**src/rtl/regfile_wb_arbiter_pkg.sv**
```systemverilog
// Shared constants and helpers for the regfile writeback arbiter slice.
// Register numbers mirror the CPU's register defines; only REG_ZERO is used here.
package regfile_wb_arbiter_pkg;

    localparam int REG_ZERO = 0;
    localparam int REG_V0   = 2;
    localparam int REG_A0   = 4;
    localparam int REG_RA   = 31;

    typedef enum logic [1:0] {
        WB_ALU  = 2'd0,
        WB_MEM  = 2'd1,
        WB_LINK = 2'd2
    } wb_src_e;

    function automatic int rr_wrap(input int idx, input int n);
        return (idx >= n) ? idx - n : idx;
    endfunction

endpackage

```
**src/rtl/regfile_wb_arbiter_rr_arbiter.sv**
```systemverilog
// Round-robin one-hot grant, searching upward from ptr+1; purely combinational.
// Latency 0; no backpressure of its own, an idle request vector yields no grant.
module rr_arbiter #(
    parameter int N     = 3,
    parameter int PTR_W = (N > 1) ? $clog2(N) : 1
) (
    input  logic [N-1:0]     req,
    input  logic [PTR_W-1:0] ptr,
    output logic [N-1:0]     gnt,
    output logic [PTR_W-1:0] gnt_idx,
    output logic             gnt_vld
);
    import regfile_wb_arbiter_pkg::*;

    logic [PTR_W-1:0] idx;

    always_comb begin
        gnt     = '0;
        gnt_idx = ptr;
        gnt_vld = 1'b0;
        idx     = '0;
        for (int k = 1; k <= N; k++) begin
            idx = PTR_W'(rr_wrap(int'(ptr) + k, N));
            if (!gnt_vld && req[idx]) begin
                gnt_vld  = 1'b1;
                gnt[idx] = 1'b1;
                gnt_idx  = idx;
            end
        end
    end

endmodule

```
**src/rtl/regfile_wb_arbiter.sv**
```systemverilog
// Round-robin share of the regfile write port plus per-register RAW scoreboard.
// Latency: handshake -> regWrite next cycle; backpressure: req_ready low when frozen or another requester wins.
module regfile_wb_arbiter #(
    parameter int N_REQ  = 3,
    parameter int DATA_W = 32,
    parameter int ADDR_W = 5,
    parameter int CNT_W  = 2
) (
    input  logic                    clk,
    input  logic                    rst,
    input  logic                    wb_enable,
    input  logic [N_REQ-1:0]        req_valid,
    input  logic [N_REQ*ADDR_W-1:0] req_addr,
    input  logic [N_REQ*DATA_W-1:0] req_data,
    output logic [N_REQ-1:0]        req_ready,
    input  logic                    rsv_valid,
    input  logic [ADDR_W-1:0]       rsv_addr,
    input  logic [ADDR_W-1:0]       chk_rs,
    input  logic [ADDR_W-1:0]       chk_rt,
    output logic                    stall,
    output logic                    rsv_err,
    output logic                    regWrite,
    output logic [ADDR_W-1:0]       writeReg,
    output logic [DATA_W-1:0]       writeData
);
    import regfile_wb_arbiter_pkg::*;

    localparam int               PTR_W   = (N_REQ > 1) ? $clog2(N_REQ) : 1;
    localparam int               NREG    = 1 << ADDR_W;
    localparam logic [CNT_W-1:0] CNT_MAX = {CNT_W{1'b1}};
    localparam logic [ADDR_W-1:0] ZERO_R = ADDR_W'(REG_ZERO);

    logic [PTR_W-1:0]  ptr;
    logic [N_REQ-1:0]  gnt;
    logic [PTR_W-1:0]  gnt_idx;
    logic              gnt_vld;
    logic [ADDR_W-1:0] sel_addr;
    logic [DATA_W-1:0] sel_data;

    rr_arbiter #(.N(N_REQ), .PTR_W(PTR_W)) u_rr (
        .req     (req_valid & {N_REQ{wb_enable}}),
        .ptr     (ptr),
        .gnt     (gnt),
        .gnt_idx (gnt_idx),
        .gnt_vld (gnt_vld)
    );

    assign req_ready = gnt;

    always_comb begin
        sel_addr = '0;
        sel_data = '0;
        for (int i = 0; i < N_REQ; i++) begin
            if (gnt[i]) begin
                sel_addr = req_addr[i*ADDR_W +: ADDR_W];
                sel_data = req_data[i*DATA_W +: DATA_W];
            end
        end
    end

    // Writes to $zero are consumed but never reach the register file.
    always_ff @(posedge clk or posedge rst) begin
        if (rst) begin
            regWrite  <= 1'b0;
            writeReg  <= '0;
            writeData <= '0;
            ptr       <= PTR_W'(N_REQ - 1);
        end else begin
            regWrite <= gnt_vld && (sel_addr != ZERO_R);
            if (gnt_vld) begin
                writeReg  <= sel_addr;
                writeData <= sel_data;
                ptr       <= gnt_idx;
            end
        end
    end

    logic [CNT_W-1:0] cnt [NREG];
    logic [NREG-1:0]  inc_vec;
    logic [NREG-1:0]  dec_vec;
    logic             rsv_ok;
    logic             sat_hit;

    assign rsv_ok  = rsv_valid && (rsv_addr != ZERO_R);
    assign inc_vec = rsv_ok ? (NREG'(1) << rsv_addr) : '0;
    assign dec_vec = regWrite ? (NREG'(1) << writeReg) : '0;
    assign sat_hit = rsv_ok && (cnt[rsv_addr] == CNT_MAX) && !dec_vec[rsv_addr];

    // Decrement lands at the end of the regWrite cycle, after the regfile commit.
    always_ff @(posedge clk or posedge rst) begin
        if (rst) begin
            for (int r = 0; r < NREG; r++) cnt[r] <= '0;
            rsv_err <= 1'b0;
        end else begin
            for (int r = 0; r < NREG; r++) begin
                if (inc_vec[r] && !dec_vec[r] && cnt[r] != CNT_MAX)
                    cnt[r] <= cnt[r] + CNT_W'(1);
                else if (dec_vec[r] && !inc_vec[r] && cnt[r] != '0)
                    cnt[r] <= cnt[r] - CNT_W'(1);
            end
            if (sat_hit) rsv_err <= 1'b1;
        end
    end

    assign stall = ((chk_rs != ZERO_R) && (cnt[chk_rs] != '0)) ||
                   ((chk_rt != ZERO_R) && (cnt[chk_rt] != '0));

endmodule

```
**config.mk**
```make
export PLATFORM = sky130hd
export DESIGN_NAME = regfile_wb_arbiter
export DESIGN_NICKNAME = d
export VERILOG_FILES = /design/src/rtl/regfile_wb_arbiter_pkg.sv /design/src/rtl/regfile_wb_arbiter_rr_arbiter.sv /design/src/rtl/regfile_wb_arbiter.sv
export SDC_FILE = /design/constraint.sdc
export NUM_CORES = 1
export LEC_CHECK = 0
export BUFFER_PORTS_ARGS = -buffer_cell sky130_fd_sc_hd__buf_2
export CAP_MARGIN = 20
export CELL_PAD_IN_SITES_DETAIL_PLACEMENT = 0
export CELL_PAD_IN_SITES_GLOBAL_PLACEMENT = 2
export CORE_MARGIN = 4
export CORE_UTILIZATION = 28
export DETAILED_ROUTE_END_ITERATION = 16
export MAX_ROUTING_LAYER = met4
export PLACE_DENSITY_LB_ADDON = 0.1
export SYNTH_ARGS = -nofsm -noshare
export SYNTH_HDL_FRONTEND = slang
export SYNTH_SLANG_ARGS = --single-unit
```
**constraint.sdc**
```tcl
create_clock -name clk -period 3.5 [get_ports clk]
set_input_delay 0.7 -clock clk [delete_from_list [all_inputs] [get_ports clk]]
set_output_delay 0.7 -clock clk [all_outputs]
set_load 0.02 [all_outputs]
```
# Word level (Yosys, flattened, before mapping)
# Index checks and enable logic that the tools add are counted.
[word_totals] regBits=105 latchBits=0 ramBits=0 romBits=0 in_bits=133 output_inout_bits=43 wordCells=547 memories=0
[op_classes] addsub=70 multipliers=0 n_div=0 n_lt_le_gt_ge=13 n_eq_ne=33 n_shift=2 muxes=107 bitwise=6 reduce_logical=279
[op_table] operator="2-to-1 mux 32 bit" count=5
[op_table] operator="2-to-1 mux 2 bit" count=76
[op_table] operator="logical AND 1 bit" count=139
[op_table] operator="nonzero test 2 bit" count=66
[op_table] operator="subtractor 2 x 1 -> 2 bit, second input constant" count=35
[op_table] operator="zero test 1 bit" count=67
[op_table] operator="adder 2 x 1 -> 2 bit, second input constant" count=32
[op_table] operator="!= test 2 bit, second input constant" count=32
[op_table] operator="<< shifter 1 x 5 -> 32 bit, first input constant" count=2
[op_table] operator="binary-select mux 2 bit (select 5 bit)" count=3
[op_table] operator="nonzero test 5 bit" count=4
[op_table] operator=">= comparator 6 bit, second input constant" count=3
[op_table] operator="NOT 5 -> 6 bit" count=3
[op_table] operator="2-to-1 mux 5 bit" count=3
[op_table] operator="2-to-1 mux 1 bit" count=10
[op_table] operator=">= comparator 3 x 2 -> 1 bit, second input constant" count=3
[op_table] operator="less-than comparator 2 x 3 -> 1 bit, second input constant" count=3
[op_table] operator="2-to-1 mux 3 bit" count=3
[op_table] operator="adder 2 x 2 -> 3 bit, second input constant" count=2
[op_table] operator="binary-select mux 1 bit (select 2 bit)" count=3
[op_table] operator="demux 1 bit (select 2 bit)" count=3
[op_table] operator=">= comparator 2 x 1 -> 1 bit, second input constant" count=3
[op_table] operator="less-than comparator 5 x 6 -> 1 bit, second input constant" count=1
[op_table] operator="bitwise OR 3 bit" count=2
[op_table] operator="other kinds (7)" count=7

# Logic depth before layout (Yosys ltp)
[logic_depth] depth_word=17 mapped_depth=12 depth_no_buf=10

# Hierarchy
# From an unflattened synthesis, not the netlist that was laid out.
[unflattened] cells_unflattened=894 hier_area_um2=7551.0
[modules_own_cells] module="regfile_wb_arbiter" instances=1 cells_per_inst=856 area_per_inst_um2=7236.9 seq_area_each_um2=2628.8
[modules_own_cells] module="rr_arbiter" instances=1 cells_per_inst=38 area_per_inst_um2=314.1 seq_area_each_um2=0.0

# Worst setup path after synthesis
# Ideal clock, no wire load.
[synth_path] path_kind="input port to output port" startpoint="input chk_rt[1]" endpoint="output stall" t_arrival_ps=2266 required_ps=2800 setup_slack_ps=534 path_stages=8 n_path_buf=2 path_cell_list="clkbuf_1 -> clkbuf_1 -> nor3_1 -> a211oi_1 -> a21oi_1 -> a211o_1 -> and3_1 -> o21bai_1"
[synth_via] elab_chain_cells=7 word_cells_on_any_way=8 cone_classes="mux: 3; bitwise: 1; reduce/logical: 4"
[synth_lines] item="start, declared" line="regfile_wb_arbiter.sv:19" text="input logic [ADDR_W-1:0] chk_rt,"
[synth_lines] item="NOT 5 -> 6 bit (not written as such)" line="regfile_wb_arbiter.sv:106" text="((chk_rt != ZERO_R) && (cnt[chk_rt] != '0));"
[synth_lines] item="binary-select mux 2 bit (select 5 bit)" line="regfile_wb_arbiter.sv:106"
[synth_lines] item="2-to-1 mux 2 bit (not written as such) (2 in series)" line="regfile_wb_arbiter.sv:106"
[synth_lines] item="nonzero test 2 bit" line="regfile_wb_arbiter.sv:106"
[synth_lines] item="logical AND 1 bit *" line="regfile_wb_arbiter.sv:106"
[synth_lines] item="logical OR 1 bit *" line="regfile_wb_arbiter.sv:105" text="assign stall = ((chk_rs != ZERO_R) && (cnt[chk_rs] != '0)) ||"
[synth_lines] item="end, declared" line="regfile_wb_arbiter.sv:20" text="output logic stall,"
# Mark *: on every way between the ends. The rest lies on a longest branch, timed or not. The select of a mux whose other input is x is not followed.

# Worst setup path in the final report
[layout_path] startpoint="register ptr[1]" endpoint="output req_ready[0]"
[layout_via] elab_chain_cells=12 word_cells_on_any_way=44 cone_classes="add/sub: 6; order compare: 9; mux: 20; bitwise: 2; reduce/logical: 7"
[layout_lines] item="start, declared" line="regfile_wb_arbiter.sv:33" text="logic [PTR_W-1:0] ptr;"
[layout_lines] item="start signal, assigned" line="regfile_wb_arbiter.sv:67" text="ptr <= PTR_W'(N_REQ - 1);"
[layout_lines] item="start signal, assigned" line="regfile_wb_arbiter.sv:73" text="ptr <= gnt_idx;"
[layout_lines] item="adder 2 x 1 -> 3 bit" line="regfile_wb_arbiter_rr_arbiter.sv:23" text="idx = PTR_W'(rr_wrap(int'(ptr) + k, N));"
[layout_lines] item=">= comparator 3 x 2 -> 1 bit or subtractor 2 x 1 -> 2 bit (tied branches)" line="regfile_wb_arbiter_pkg.sv:17" text="return (idx >= n) ? idx - n : idx;"
[layout_lines] item="2-to-1 mux 2 bit" line="regfile_wb_arbiter_pkg.sv:17"
[layout_lines] item="less-than comparator 2 x 3 -> 1 bit (not written as such) (tied with other cells)" line="regfile_wb_arbiter_rr_arbiter.sv:26" text="gnt[idx] = 1'b1;"
[layout_lines] item="logical AND 1 bit (not written as such) or 2-to-1 mux 1 bit (tied branches)" line="regfile_wb_arbiter_rr_arbiter.sv:26, regfile_wb_arbiter_rr_arbiter.sv:24"
[layout_lines] item="2-to-1 mux 1 bit (on tied branches)" line="regfile_wb_arbiter_rr_arbiter.sv:26, regfile_wb_arbiter_rr_arbiter.sv:24"
[layout_lines] item="demux 1 bit (select 2 bit) or zero test 1 bit (tied branches)"
[layout_lines] item="2-to-1 mux 3 bit or logical AND 1 bit (tied branches)" line="regfile_wb_arbiter_rr_arbiter.sv:24" text="if (!gnt_vld && req[idx]) begin"
[layout_lines] item="bitwise OR 3 bit (no line) or 2-to-1 mux 1 bit (tied branches)"
[layout_lines] item="2-to-1 mux 3 bit or zero test 1 bit (tied branches)" line="regfile_wb_arbiter_rr_arbiter.sv:24"
[layout_lines] item="bitwise OR 3 bit (no line) or logical AND 1 bit (tied branches)"
[layout_lines] item="2-to-1 mux 3 bit *" line="regfile_wb_arbiter_rr_arbiter.sv:24"
[layout_lines] item="end, declared" line="regfile_wb_arbiter.sv:15" text="output logic [N_REQ-1:0] req_ready,"
# Marked as above.

==> run summary <==
Vias per inst: 5.28
Synth Register Bits: 105
Ys Warns: 0
Final worst-path setup slack: 0.148 ns
Io pins: 176
Setup TNS: 0 ns
CTS Buf Count: 9
Power density over the cells: 742 nW/um^2
CTS max path bufs: 2
Final Util: 35.1%
Area grow syn2layout: 22.5%
Top area cells in the synthesized netlist: dfrtp_1, o21ai_0, a22oi_1
Fin crit period: 3.35 ns
Worst path arrival time: 2.65 ns
Cell repeated most along the worst path: inv_1
Core box area: 25300 um^2
First-pass detailed-route iteration total: 5
Yosys top cell area share: 36.0%
Final Skew: 0.0144 ns
Startpoint type of the worst setup path: flip-flop
Routability congestion estimate: 0.872
Global-route wire length before repair: 42.1 mm
TritonCTS clock tree: done
Root Buffer: clkbuf_16
Pre-CTS WS: 0.279 ns
Slew @ Worst Pin: 0.828 ns
Initial antenna violation count: 2
Largest area contributor in the netlist: dfrtp_1
Top_reg_cell synth: dfrtp_1
Die area: 28400 um^2
Cell variety after synth: 69
Vias in the first global route: 7406
Most frequent cell after synthesis: nor2_1
H-tree depth: 3
Worst-path maximum fanout: 8
Maximum VDD drop: 0.329 mV
Setup Viol. Count Final: 0
Starting Density: 28.6%
Slew margin rel.: 44.8%
CTS clk-pin slew, worst paths: 0.09 ns
Post-Synthesis Mean Instance Area: 7.82 um^2
Cells after synthesis: 924
DR iter-0 viols: 403
Period utilization: 95.8%
Worst path slowest cell: dfstp_2
Synthesized Nets: 1063
Fin. Hold Viols: 0
Final ANT Viol Nets: 0
Port bufs: 175
Global Route Usage Sum: 19.2%
Layout Nets: 1223
Crit. End Element: output pin
R2R Setup Slk: 0.70 ns
Hpwl dp: 20.4 mm
Chip Height: 169 um
Grt total ovfl: 0
CTS Hold Bufs: 0
Crit path cell chain: inv_1 -> ha_4 -> mux2_2 -> a21oi_2 -> nor2_1 -> or2_2 -> inv_1 -> buf_2
Asr flop ratio synth: 100%
Pins over their slew limit: 0
Layout cells sized above 1: 22.7%
Min-Delay Path Class: primary input to asynchronous set/reset pin
DRT Wirelength: 26.9 mm
Die width: 169 um
Largest net degree at the start of global routing: 57
Clock Sinks: 105
Commonest cells post-synth: nor2_1, o21ai_0, dfrtp_1
Critical path type: flip-flop to output pin
Cell area after synthesis: 7230 um^2
Register area share after synthesis: 36.4%
# DRC: 0
Max Cap Viol: 0
Via count of the routed design: 7506
Clk_lat worst skew: 0.36 ns
Critical Path Max Stage Delay: 0.57 ns
Status: complete, no violations
WL/cell: 19.0 um
Lkg Pwr: 3.77 nW
RSZ-0062 raised after global routing: no
CP required: 2.80 ns
Row cnt: 58
Post-synth EDFFs: 0
Fmax: 0.298 GHz
==> cells by family after synthesis <==
logic type | count (synthesis) | share of synthesized area [%]
compound gates | 331 | 28.4
xor+xnor | 5 | 0.606
fa+ha+maj | 6 | 1.04
buf+inv | 81 | 4.71
flops | 105 | 36.4
mux | 17 | 3.79
simple gates | 379 | 25.1
==> timing repair <==
action | in CTS | in global routing
hold endpoints to repair | 0 | 0
setup endpoints to repair | 2 | 2
pin swaps | 0 | 1
buffers inserted | 0 | 1
resized for setup | 2 | 3
==> power by group <==
part / total (mW) / internal [mW] / switching, mW
Sequential: 2.17 / 1.65 / 0.522
Clock: 1.13 / 0.579 / 0.550
Combinational: 3.28 / 1.28 / 1.99
==> sequential cells by signal (all words and copies together) (netlist names) <==
signal,flops
cnt,64
ptr,2
regWrite,1
writeData,32
writeReg,5
rsv_err,1
==> metrics by stage <==
step	area (um^2)	hold WS [ns]	total power, mW	instances
CTS	8830	0.505	6.63	1418
global route	8860	0.534	7.11	1421
global placement	8500	0.483	5.47	1402
finish	8860	0.481	6.57	1421
floorplan	7230	0.459	4.33	924
detailed placement	8500	0.484	5.45	1402
==> final timing paths <==
kind,from,to,cells after the start
worst max-delay path,ptr[1],req_ready[0],8
worst min-delay path,rst,writeData[5],2
worst max register to register,ptr[1],regWrite,11
worst min register to register,cnt[62],cnt[62],2
max in group asynchronous,rst,cnt[32],3
min in group clk,cnt[62],cnt[62],2
==> layout make-up <==
cell class / count / area, um^2
Timing Repair Buffer: 201 / 1100
Tap cell: 330 / 413
Clock inverter: 7 / 92.6
Multi-Input combinational cell: 738 / 4280
Antenna cell: 2 / 5.00
Sequential cell: 105 / 2630
Fill cell: 2727 / 16400
Inverter: 29 / 114
Clock buffer: 9 / 225
==> cells in the final DEF, fill, tap and decap left out, drive strengths merged, types with 3 or more instances in the layout <==
cell / n
buf: 201
o21ai: 117
nor2: 113
dfrtp: 104
nand2: 93
a21oi: 78
a22oi: 66
nor3: 47
nand3: 38
inv: 34
a211oi: 19
nor2b: 15
nand2b: 13
and2: 11
or3: 10
clkbuf: 9
nor3b: 8
nand3b: 8
mux4: 8
a31oi: 7
and3: 6
nand4: 6
mux2i: 6
ha: 6
o22ai: 5
xnor2: 4
a21o: 4
a221o: 4
o22a: 3
o211ai: 3
mux2: 3
or2: 3
nor4: 3
==> metal layers <==
metal | track usage [%] | share of wire (%)
met2 | 30.9 | 47
met3 | 4.32 | 6.0
met4 | 4.02 | 1.3
met1 | 25.1 | 46
met5 | - | 0
==> worst max-delay path, delay by kind of cell, from the launching register on <==
| kind | cells | cell delay [ns] |
|---|---|---|
| buffers and inverters | 3 | 0.43 |
| AOI/OAI and AO/OA | 1 | 0.17 |
| and+or+nand+nor | 2 | 0.39 |
| muxes | 1 | 0.38 |
| DFF | 1 | 0.57 |
| adders and majority gates | 1 | 0.34 |
(Power assumes the default switching activity.)
